[config.mk]
export PLATFORM = sky130hd
export DESIGN_NAME = cla_pipe_adder_flat
export DESIGN_NICKNAME = d
export VERILOG_FILES = /design/src/rtl/cla_pkg.sv /design/src/rtl/cla_pipe_adder_if.sv /design/src/rtl/cla_lookahead_unit.sv /design/src/rtl/cla_pipe_adder.sv /design/src/flat_wrapper.sv
export SDC_FILE = /design/constraint.sdc
export NUM_CORES = 1
export LEC_CHECK = 0
export ABC_AREA = 1
export CAP_MARGIN = 40
export CORE_MARGIN = 3
export CORE_UTILIZATION = 50
export CTS_BUF_LIST = sky130_fd_sc_hd__clkbuf_8
export CTS_CLUSTER_DIAMETER = 80
export DETAILED_ROUTE_END_ITERATION = 8
export GPL_ROUTABILITY_DRIVEN = 0
export PLACE_DENSITY = 0.77
export REMOVE_ABC_BUFFERS = 1
export SLEW_MARGIN = 30
export SYNTH_ARGS = -nofsm -noshare
export SYNTH_HDL_FRONTEND = slang
export SYNTH_HIERARCHICAL = 1
export SYNTH_SLANG_ARGS = --single-unit
[constraint.sdc]
create_clock -name clk -period 2.4 [get_ports clk]
set_input_delay 0.48 -clock clk [delete_from_list [all_inputs] [get_ports clk]]
set_output_delay 0.48 -clock clk [all_outputs]
set_load 0.02 [all_outputs]
[src/rtl/cla_pkg.sv]
// rtl/cla_pkg.sv - shared constants and legality check for the pipelined CLA adder
package cla_pkg;

  localparam logic OP_ADD    = 1'b0;
  localparam logic OP_SUB    = 1'b1;
  localparam int   GROUP_DEF = 4;

  // One level-2 unit must cover every level-1 group, so the group count may not exceed GROUP
  function automatic bit legal_width(input int width, input int group);
    return (group > 0) && (width >= group) && ((width % group) == 0) && ((width / group) <= group);
  endfunction

endpackage

[src/rtl/cla_pipe_adder_if.sv]
// rtl/cla_pipe_adder_if.sv - operand/result handshake bundle for cla_pipe_adder
interface cla_pipe_adder_if #(
  parameter int WIDTH = 16
);
  logic             in_valid;
  logic             in_ready;
  logic [WIDTH-1:0] a;
  logic [WIDTH-1:0] b;
  logic             cin;
  logic             op;
  logic             out_valid;
  logic             out_ready;
  logic [WIDTH-1:0] sum;
  logic             cout;
  logic             ovf;
  logic             grp_p;
  logic             grp_g;

  modport master (
    output in_valid, a, b, cin, op, out_ready,
    input  in_ready, out_valid, sum, cout, ovf, grp_p, grp_g
  );

  modport slave (
    input  in_valid, a, b, cin, op, out_ready,
    output in_ready, out_valid, sum, cout, ovf, grp_p, grp_g
  );
endinterface

[src/rtl/cla_lookahead_unit.sv]
// rtl/cla_lookahead_unit.sv - N-input carry-lookahead unit (74182 generalised), active-high
module cla_lookahead_unit #(
  parameter int N = 4
) (
  input  logic [N-1:0] p,
  input  logic [N-1:0] g,
  input  logic         c_in,
  output logic [N-1:0] c,      // c[i] = carry into position i, c[0] = c_in
  output logic         blk_p,
  output logic         blk_g
);
  logic term;
  logic acc;
  logic gterm;

  // Flat sum-of-products carries: each c[i] is c_in or any g[j] with all p above j propagating
  always_comb begin
    c    = '0;
    term = 1'b0;
    acc  = 1'b0;
    for (int i = 0; i < N; i++) begin
      acc = c_in;
      for (int j = 0; j < i; j++) acc = acc & p[j];
      for (int j = 0; j < i; j++) begin
        term = g[j];
        for (int k = j + 1; k < i; k++) term = term & p[k];
        acc = acc | term;
      end
      c[i] = acc;
    end
  end

  // Block propagate/generate, independent of c_in
  always_comb begin
    blk_p = &p;
    blk_g = 1'b0;
    gterm = 1'b0;
    for (int j = 0; j < N; j++) begin
      gterm = g[j];
      for (int k = j + 1; k < N; k++) gterm = gterm & p[k];
      blk_g = blk_g | gterm;
    end
  end
endmodule

[src/rtl/cla_pipe_adder.sv]
// rtl/cla_pipe_adder.sv - two-stage pipelined two-level CLA adder/subtractor with valid/ready
module cla_pipe_adder
  import cla_pkg::*;
#(
  parameter int WIDTH = 16,
  parameter int GROUP = GROUP_DEF
) (
  input logic            clk,
  input logic            rst,
  cla_pipe_adder_if.slave bus
);
  localparam int NG = WIDTH / GROUP;

  if (!legal_width(WIDTH, GROUP)) begin : g_bad_width
    $error("cla_pipe_adder: illegal WIDTH/GROUP combination");
  end

  logic             s1_adv, s2_adv;
  logic             s1_v, s2_v;

  logic [WIDTH-1:0] b_eff, p0, g0, k0;
  logic             c0;
  logic [NG-1:0]    gp0, gg0;

  logic [WIDTH-1:0] s1_p, s1_k;
  logic [NG-1:0]    s1_gp, s1_gg;
  logic             s1_c0;

  logic [NG-1:0]    gc;
  logic             blk_p, blk_g;
  logic [WIDTH-1:0] carry;
  logic             run;
  logic [WIDTH-1:0] sum_n;
  logic             cout_n, ovf_n;

  logic [WIDTH-1:0] sum_q;
  logic             cout_q, ovf_q, grp_p_q, grp_g_q;

  // Only out_ready reaches in_ready combinationally
  assign s2_adv       = !s2_v || bus.out_ready;
  assign s1_adv       = !s1_v || s2_adv;
  assign bus.in_ready = s1_adv;

  // Subtraction is a + ~b + 1, so the forced carry-in replaces cin
  always_comb begin
    b_eff = (bus.op == OP_SUB) ? ~bus.b : bus.b;
    c0    = (bus.op == OP_SUB) ? 1'b1 : bus.cin;
    p0    = bus.a ^ b_eff;
    g0    = bus.a & b_eff;
  end

  // Level-1 units with carry-in 0 give group P/G plus the carries generated inside each group
  for (genvar j = 0; j < NG; j++) begin : g_lvl1
    cla_lookahead_unit #(.N(GROUP)) u_lvl1 (
      .p     (p0[j*GROUP +: GROUP]),
      .g     (g0[j*GROUP +: GROUP]),
      .c_in  (1'b0),
      .c     (k0[j*GROUP +: GROUP]),
      .blk_p (gp0[j]),
      .blk_g (gg0[j])
    );
  end

  // Stage 1 register: loads only when it advances with a valid beat
  always_ff @(posedge clk or posedge rst) begin
    if (rst) begin
      s1_v  <= 1'b0;
      s1_p  <= '0;
      s1_k  <= '0;
      s1_gp <= '0;
      s1_gg <= '0;
      s1_c0 <= 1'b0;
    end else if (s1_adv) begin
      s1_v <= bus.in_valid;
      if (bus.in_valid) begin
        s1_p  <= p0;
        s1_k  <= k0;
        s1_gp <= gp0;
        s1_gg <= gg0;
        s1_c0 <= c0;
      end
    end
  end

  cla_lookahead_unit #(.N(NG)) u_lvl2 (
    .p     (s1_gp),
    .g     (s1_gg),
    .c_in  (s1_c0),
    .c     (gc),
    .blk_p (blk_p),
    .blk_g (blk_g)
  );

  // In-group carry = locally generated carry, or group carry-in propagated through lower bits
  always_comb begin
    carry = '0;
    run   = 1'b0;
    for (int j = 0; j < NG; j++) begin
      run = gc[j];
      for (int i = 0; i < GROUP; i++) begin
        carry[j*GROUP + i] = s1_k[j*GROUP + i] | run;
        run = run & s1_p[j*GROUP + i];
      end
    end
    sum_n  = s1_p ^ carry;
    cout_n = blk_g | (blk_p & s1_c0);
    ovf_n  = carry[WIDTH-1] ^ cout_n;
  end

  // Stage 2 register: results held bit-stable while stalled or on bubbles
  always_ff @(posedge clk or posedge rst) begin
    if (rst) begin
      s2_v    <= 1'b0;
      sum_q   <= '0;
      cout_q  <= 1'b0;
      ovf_q   <= 1'b0;
      grp_p_q <= 1'b0;
      grp_g_q <= 1'b0;
    end else if (s2_adv) begin
      s2_v <= s1_v;
      if (s1_v) begin
        sum_q   <= sum_n;
        cout_q  <= cout_n;
        ovf_q   <= ovf_n;
        grp_p_q <= blk_p;
        grp_g_q <= blk_g;
      end
    end
  end

  assign bus.out_valid = s2_v;
  assign bus.sum       = sum_q;
  assign bus.cout      = cout_q;
  assign bus.ovf       = ovf_q;
  assign bus.grp_p     = grp_p_q;
  assign bus.grp_g     = grp_g_q;
endmodule

[src/flat_wrapper.sv]
// flat-port wrapper written by rule: the top's interface ports become plain ports
module cla_pipe_adder_flat import cla_pkg::*;
#(
  parameter int WIDTH = 16,
  parameter int GROUP = GROUP_DEF
)
  (clk, rst, bus_in_valid, bus_a, bus_b, bus_cin, bus_op, bus_out_ready, bus_in_ready, bus_out_valid, bus_sum, bus_cout, bus_ovf, bus_grp_p, bus_grp_g);
  cla_pipe_adder_if #(.WIDTH(WIDTH)) bus_i ();
  input logic clk;
  input logic rst;
  input wire logic [$bits(bus_i.in_valid)-1:0] bus_in_valid;
  input wire logic [$bits(bus_i.a)-1:0] bus_a;
  input wire logic [$bits(bus_i.b)-1:0] bus_b;
  input wire logic [$bits(bus_i.cin)-1:0] bus_cin;
  input wire logic [$bits(bus_i.op)-1:0] bus_op;
  input wire logic [$bits(bus_i.out_ready)-1:0] bus_out_ready;
  output wire logic [$bits(bus_i.in_ready)-1:0] bus_in_ready;
  output wire logic [$bits(bus_i.out_valid)-1:0] bus_out_valid;
  output wire logic [$bits(bus_i.sum)-1:0] bus_sum;
  output wire logic [$bits(bus_i.cout)-1:0] bus_cout;
  output wire logic [$bits(bus_i.ovf)-1:0] bus_ovf;
  output wire logic [$bits(bus_i.grp_p)-1:0] bus_grp_p;
  output wire logic [$bits(bus_i.grp_g)-1:0] bus_grp_g;
  assign bus_i.in_valid = bus_in_valid;
  assign bus_i.a = bus_a;
  assign bus_i.b = bus_b;
  assign bus_i.cin = bus_cin;
  assign bus_i.op = bus_op;
  assign bus_i.out_ready = bus_out_ready;
  assign bus_in_ready = bus_i.in_ready;
  assign bus_out_valid = bus_i.out_valid;
  assign bus_sum = bus_i.sum;
  assign bus_cout = bus_i.cout;
  assign bus_ovf = bus_i.ovf;
  assign bus_grp_p = bus_i.grp_p;
  assign bus_grp_g = bus_i.grp_g;
  cla_pipe_adder #(.WIDTH(WIDTH), .GROUP(GROUP)) u_core (.clk(clk), .rst(rst), .bus(bus_i));
endmodule
After elaboration in Yosys (flattened, before gate mapping)
Index checks and enable logic that the tools add are counted.

storage, ports and cells
  bits of input ports = 38
  output and inout bits = 22
  register bits after elaboration = 59
  logic and storage cells = 122

cells by class
  muxes and demuxes = 2
  bitwise operators = 97
  reduce and logical (&&, ||, !) cells = 11

operators with widths
  kind                 count
  bitwise AND 1 bit    46
  OR 1 bit             46
  XOR 16 bit           2
  AND reduction 4 bit  5
  bitwise AND 16 bit   1
  2-to-1 mux 16 bit    1
  inverter 16 bit      1
  AND reduction 2 bit  2
  zero test 1 bit      2
  logical OR 1 bit     2
  2-to-1 mux 1 bit     1
  XOR 1 bit            1

Depth between registers and ports, before layout
  depth after elaboration = 11
  depth in mapped cells = 9

By module
The synthesis kept the hierarchy.

modules (own cells, without submodules)
  module              cells each  area an instance (µm²)  instances
  cla_pipe_adder      357         3040.4                  1
  cla_lookahead_unit  18          91.3                    5

Least setup slack after synthesis
No wires, ideal clock.

  kind = input -> register
  start point = input port bus_op
  end point = register u_core.s1_k[15]
  slack = 0.552 ns
  stages = 9
  path buffers = 3
  data required time = 2.278 ns
  data arrival time = 1.726 ns
  cell sequence = buf_2 buf_4 xor2_1 ha_1 nand3_1 nand4_1 buf_4 nand2_1 o21ai_1

on the way
  longest elaborated chain between the ends = 6
  elaborated cells between the ends (all ways) = 8
  those cells by class = mux (1); bitwise (7)

ends and longest elaborated chain
  element                                line                      RTL
  start, declared                        flat_wrapper.sv:15        input wire logic [$bits(bus_i.op)-1:0] bus_op;
  2-to-1 mux 16 bit                      cla_pipe_adder.sv:46      b_eff = (bus.op == OP_SUB) ? ~bus.b : bus.b;
  XOR 16 bit                             cla_pipe_adder.sv:48      p0 = bus.a ^ b_eff;
  named net u_core.p0[13]                cla_pipe_adder.sv:21      logic [WIDTH-1:0] b_eff, p0, g0, k0;
  bitwise AND 1 bit (2 in series)        cla_lookahead_unit.sv:26  for (int k = j + 1; k < i; k++) term = term & p[k];
  OR 1 bit (2 in series)                 cla_lookahead_unit.sv:27  acc = acc | term;
  named net u_core.g_lvl1[3].u_lvl1.acc  cla_lookahead_unit.sv:13  logic acc;
  end signal, assigned                   cla_pipe_adder.sv:77      s1_k <= k0;
  end, declared                          cla_pipe_adder.sv:25      logic [WIDTH-1:0] s1_p, s1_k;

The timed path passes the listed nets, and every way through them passes these cells.
A chain may end at the register's enable or synchronous reset.

Worst setup path in the final report
  start point = input port bus_out_ready
  end point = output port bus_in_ready

on the way
  longest elaborated chain between the ends = 2

ends and longest elaborated chain
  element           line                  RTL
  start, declared   flat_wrapper.sv:16    input wire logic [$bits(bus_i.out_ready)-1:0] bus_out_ready;
  logical OR 1 bit  cla_pipe_adder.sv:40  assign s2_adv = !s2_v || bus.out_ready;
  logical OR 1 bit  cla_pipe_adder.sv:41  assign s1_adv = !s1_v || s2_adv;
  end, declared     flat_wrapper.sv:17    output wire logic [$bits(bus_i.in_ready)-1:0] bus_in_ready;

No other way between the ends.

==> results.md <==
* Status: finished clean
* Postcts setup bufs at 0
* Clock sinks at 63
* CTS HTree Levels at 3
* FMAX at 464 MHz
* Initial core utilization at 0.532
* Critical Path RT at approximately 1.9 ns
* DP Cell Count at 592
* CTS root buf: clkbuf_8
* P_leak at 2.23 nW
* Drt pass-1 iters at 4
* Initial antenna violation count at 0
* P per Cell Area at between 800 and 900 nW/um2
* TritonCTS clock tree: yes
* Tmin final at 2.15 ns
* R2R setup slack at 0.98 ns
* Fillers at 554
* DR vias/cell at between 4 and 5
* # diodes at 0
* Synth Register Bits at 63
* CP Launch Type: primary input
* Grt total ovfl at 0
* Wirelength per Cell at 11.4 um
* # hold bufs at CTS at 0
* TNS Setup at 0 ns
* Synth-to-Final Area Change at 25.8%
* Crit path from: bus_out_ready
* Initial DRC Count at 190
* Worst R2R End: u_core/bus.sum[11]
* Number of global-route vias before repair at roughly 2900
* Syn Inst Count at 447
* R2R depth at 8
* Layout Cells excl Fill at 608
* Worst VDD drop at 429 uV
* Nets at between 500 and 600
* Top Ports at 60
* CTS Buf Count at 9
* Overall power after layout at 0.00381 W
* Sw frac at 0.333
* Clock skew at 0.00638 ns
* Finished Cell Area at 4400 um2
* Die area at 8030 um2
* Syn_area_per_cell at 7.82 um2
* Hold path cells at 2
* WHS Endpoint: u_core/bus.sum[14]
* Post-CTS sizing at 0
* DP Wirelength at 5110 um
* Clock Latency Late Sink at 0.33 ns
* Global Route Usage Sum at 0.192
* Share of layout cells above drive strength 1 at 0.0524
* Combinational share of power at 0.345
* Placed Area at 4170 um2
* Clock transition at path regs at 0.06 ns
* Vias at 3012
* WP data arrival at 1.67 ns
* Sequential Power Share at 0.393
* Core Box Area at 6570 um2
* Max Fanout on Critical Path at 3
* Total wire length at 6900 um
* Utilization after layout at 0.670
* Cell Area, Synth at roughly 3500 um2
* Clk pwr share at 0.261
* Ys Warns at 6
* Largest net degree at the start of global routing at 64
* Port Buffers at 59
* Crit path capture type: output port
* Die extent in y at about 90 um
* First-pass GRT wire length at 12000 um
* Fin. Hold Viols at 0
* Final setup fails at 0
* Synth cell types at 20
* RSZ-0062 raised after global routing: false
* Max Transition Viols Final at 0
* Hold crit path type: reg2reg
* Antenna Nets Post-Route at 0
* DRC errors left at 0
* Cell internal pwr at 0.00254 W
* Horiz. Die Dim at around 90 um
* Final worst path period share at 0.898
* Max_cap viols at 0
* Worst hold start: u_core/bus.sum[14]
* Row cnt at 29
* Clock Tree Buf Depth at 2
* Psw at 0.00127 W
* Register area share after synthesis at 0.451
* Kind of critical path: in2out
* Reg-to-Reg Start: u_core/s1_c0
==> layout make-up <==
class,count,area [um2],area share
tap,93,116,0.0264
timing repair buffer,64,666,0.151
multi-input combinational,334,1670,0.380
sequential,63,1580,0.358
clock inverter,2,35.0,0.00796
clock buffer,14,193,0.0438
inverter,38,143,0.0324
==> placed cells by master, fill, tap and decap left out, drive strengths merged <==
master and n:
clkinv 1, ha 16, conb 12, clkdlybuf4s50 59, o21ai 29, dfrtp 63, nand2 167, xor2 20
clkbuf 14, nand4 19, a21o 5, a21oi 6, nor2b 1, nand3 40, inv 38, buf 5
bufinv 1, nor2 17, a31oi 2
==> cells in the mapped netlist <==
| cell | instances | share of area |
|---|---|---|
| nand2_1 | 165 | 0.18 |
| dfrtp_1 | 63 | 0.45 |
| nand3_1 | 39 | 0.056 |
| inv_1 | 36 | 0.039 |
| o21ai_1 | 22 | 0.031 |
| xor2_1 | 20 | 0.050 |
| nand4_1 | 19 | 0.034 |
| nor2_1 | 17 | 0.018 |
| ha_1 | 16 | 0.057 |
| buf_4 | 13 | 0.028 |
| buf_2 | 10 | 0.014 |
| o21ai_0 | 7 | 0.010 |
| a21oi_1 | 6 | 0.0086 |
| a21o_1 | 5 | 0.011 |
| a31oi_1 | 2 | 0.0036 |
| inv_2 | 2 | 0.0021 |
| nand2_2 | 2 | 0.0036 |
| conb_1 | 1 | 0.0011 |
| nand3_2 | 1 | 0.0029 |
| nor2b_1 | 1 | 0.0018 |
==> routing by layer <==
metal	vias up	track usage	wire [um]
li1	1550	-	-
met1	1398	0.226	3040
met2	56	0.350	3530
met3	8	0.0274	237
met4	0	0.0744	104
met5	-	0	0
==> power groups by stage <==
stage	combinational (W)	sequential [W]	clock, W
2_1_floorplan	0.000620	0.00167	0
3_3_place_gp	0.00129	0.00151	0
3_5_place_dp	0.00133	0.00152	0
4_1_cts	0.00133	0.00150	0.00101
5_1_grt	0.00148	0.00154	0.00106
6_report	0.00132	0.00150	0.000995
==> stage by stage <==
stage | setup slack [ns] | hold slack, ns
2_1_floorplan | 0.350 | 0.450
3_3_place_gp | 0.257 | 0.462
5_1_grt | 0.180 | 0.498
4_1_cts | 0.236 | 0.483
6_report | 0.246 | 0.476
3_5_place_dp | 0.246 | 0.465
==> how the worst max path moves through the flow <==
stage,endpoint,slack [ns],cells after the start
2_1_floorplan,u_core/bus.cout,0.35,1
3_3_place_gp,bus_in_ready,0.26,4
3_5_place_dp,bus_in_ready,0.25,4
4_1_cts,bus_in_ready,0.24,4
5_1_grt,bus_in_ready,0.18,4
6_report,bus_in_ready,0.25,4
==> logic make-up after synthesis <==
| logic type | synth area share |
|---|---|
| other cells | 0.00107 |
| buf+inv | 0.0830 |
| compound gates | 0.0644 |
| fa+ha+maj | 0.0572 |
| flops | 0.451 |
| xor+xnor | 0.0501 |
| simple gates | 0.293 |
==> critical path: stages <==
cell and delay [ns]:
clkdlybuf4s50_1 0.45, inv_1 0.05, nand3_2 0.08, clkdlybuf4s50_1 0.61
==> sequential cells by signal, indices dropped and copies added, names as in the netlist <==
signal	count
u_core/s1_gp	4
u_core/bus.sum	16
u_core/bus.out_valid	1
u_core/bus.grp_p	1
u_core/s1_gg	4
u_core/bus.cout	1
u_core/s1_k	16
u_core/s1_p	16
u_core/s1_c0	1
u_core/bus.grp_g	1
u_core/s1_v	1
u_core/bus.ovf	1
Note: power is estimated with default switching activity, not from simulation.
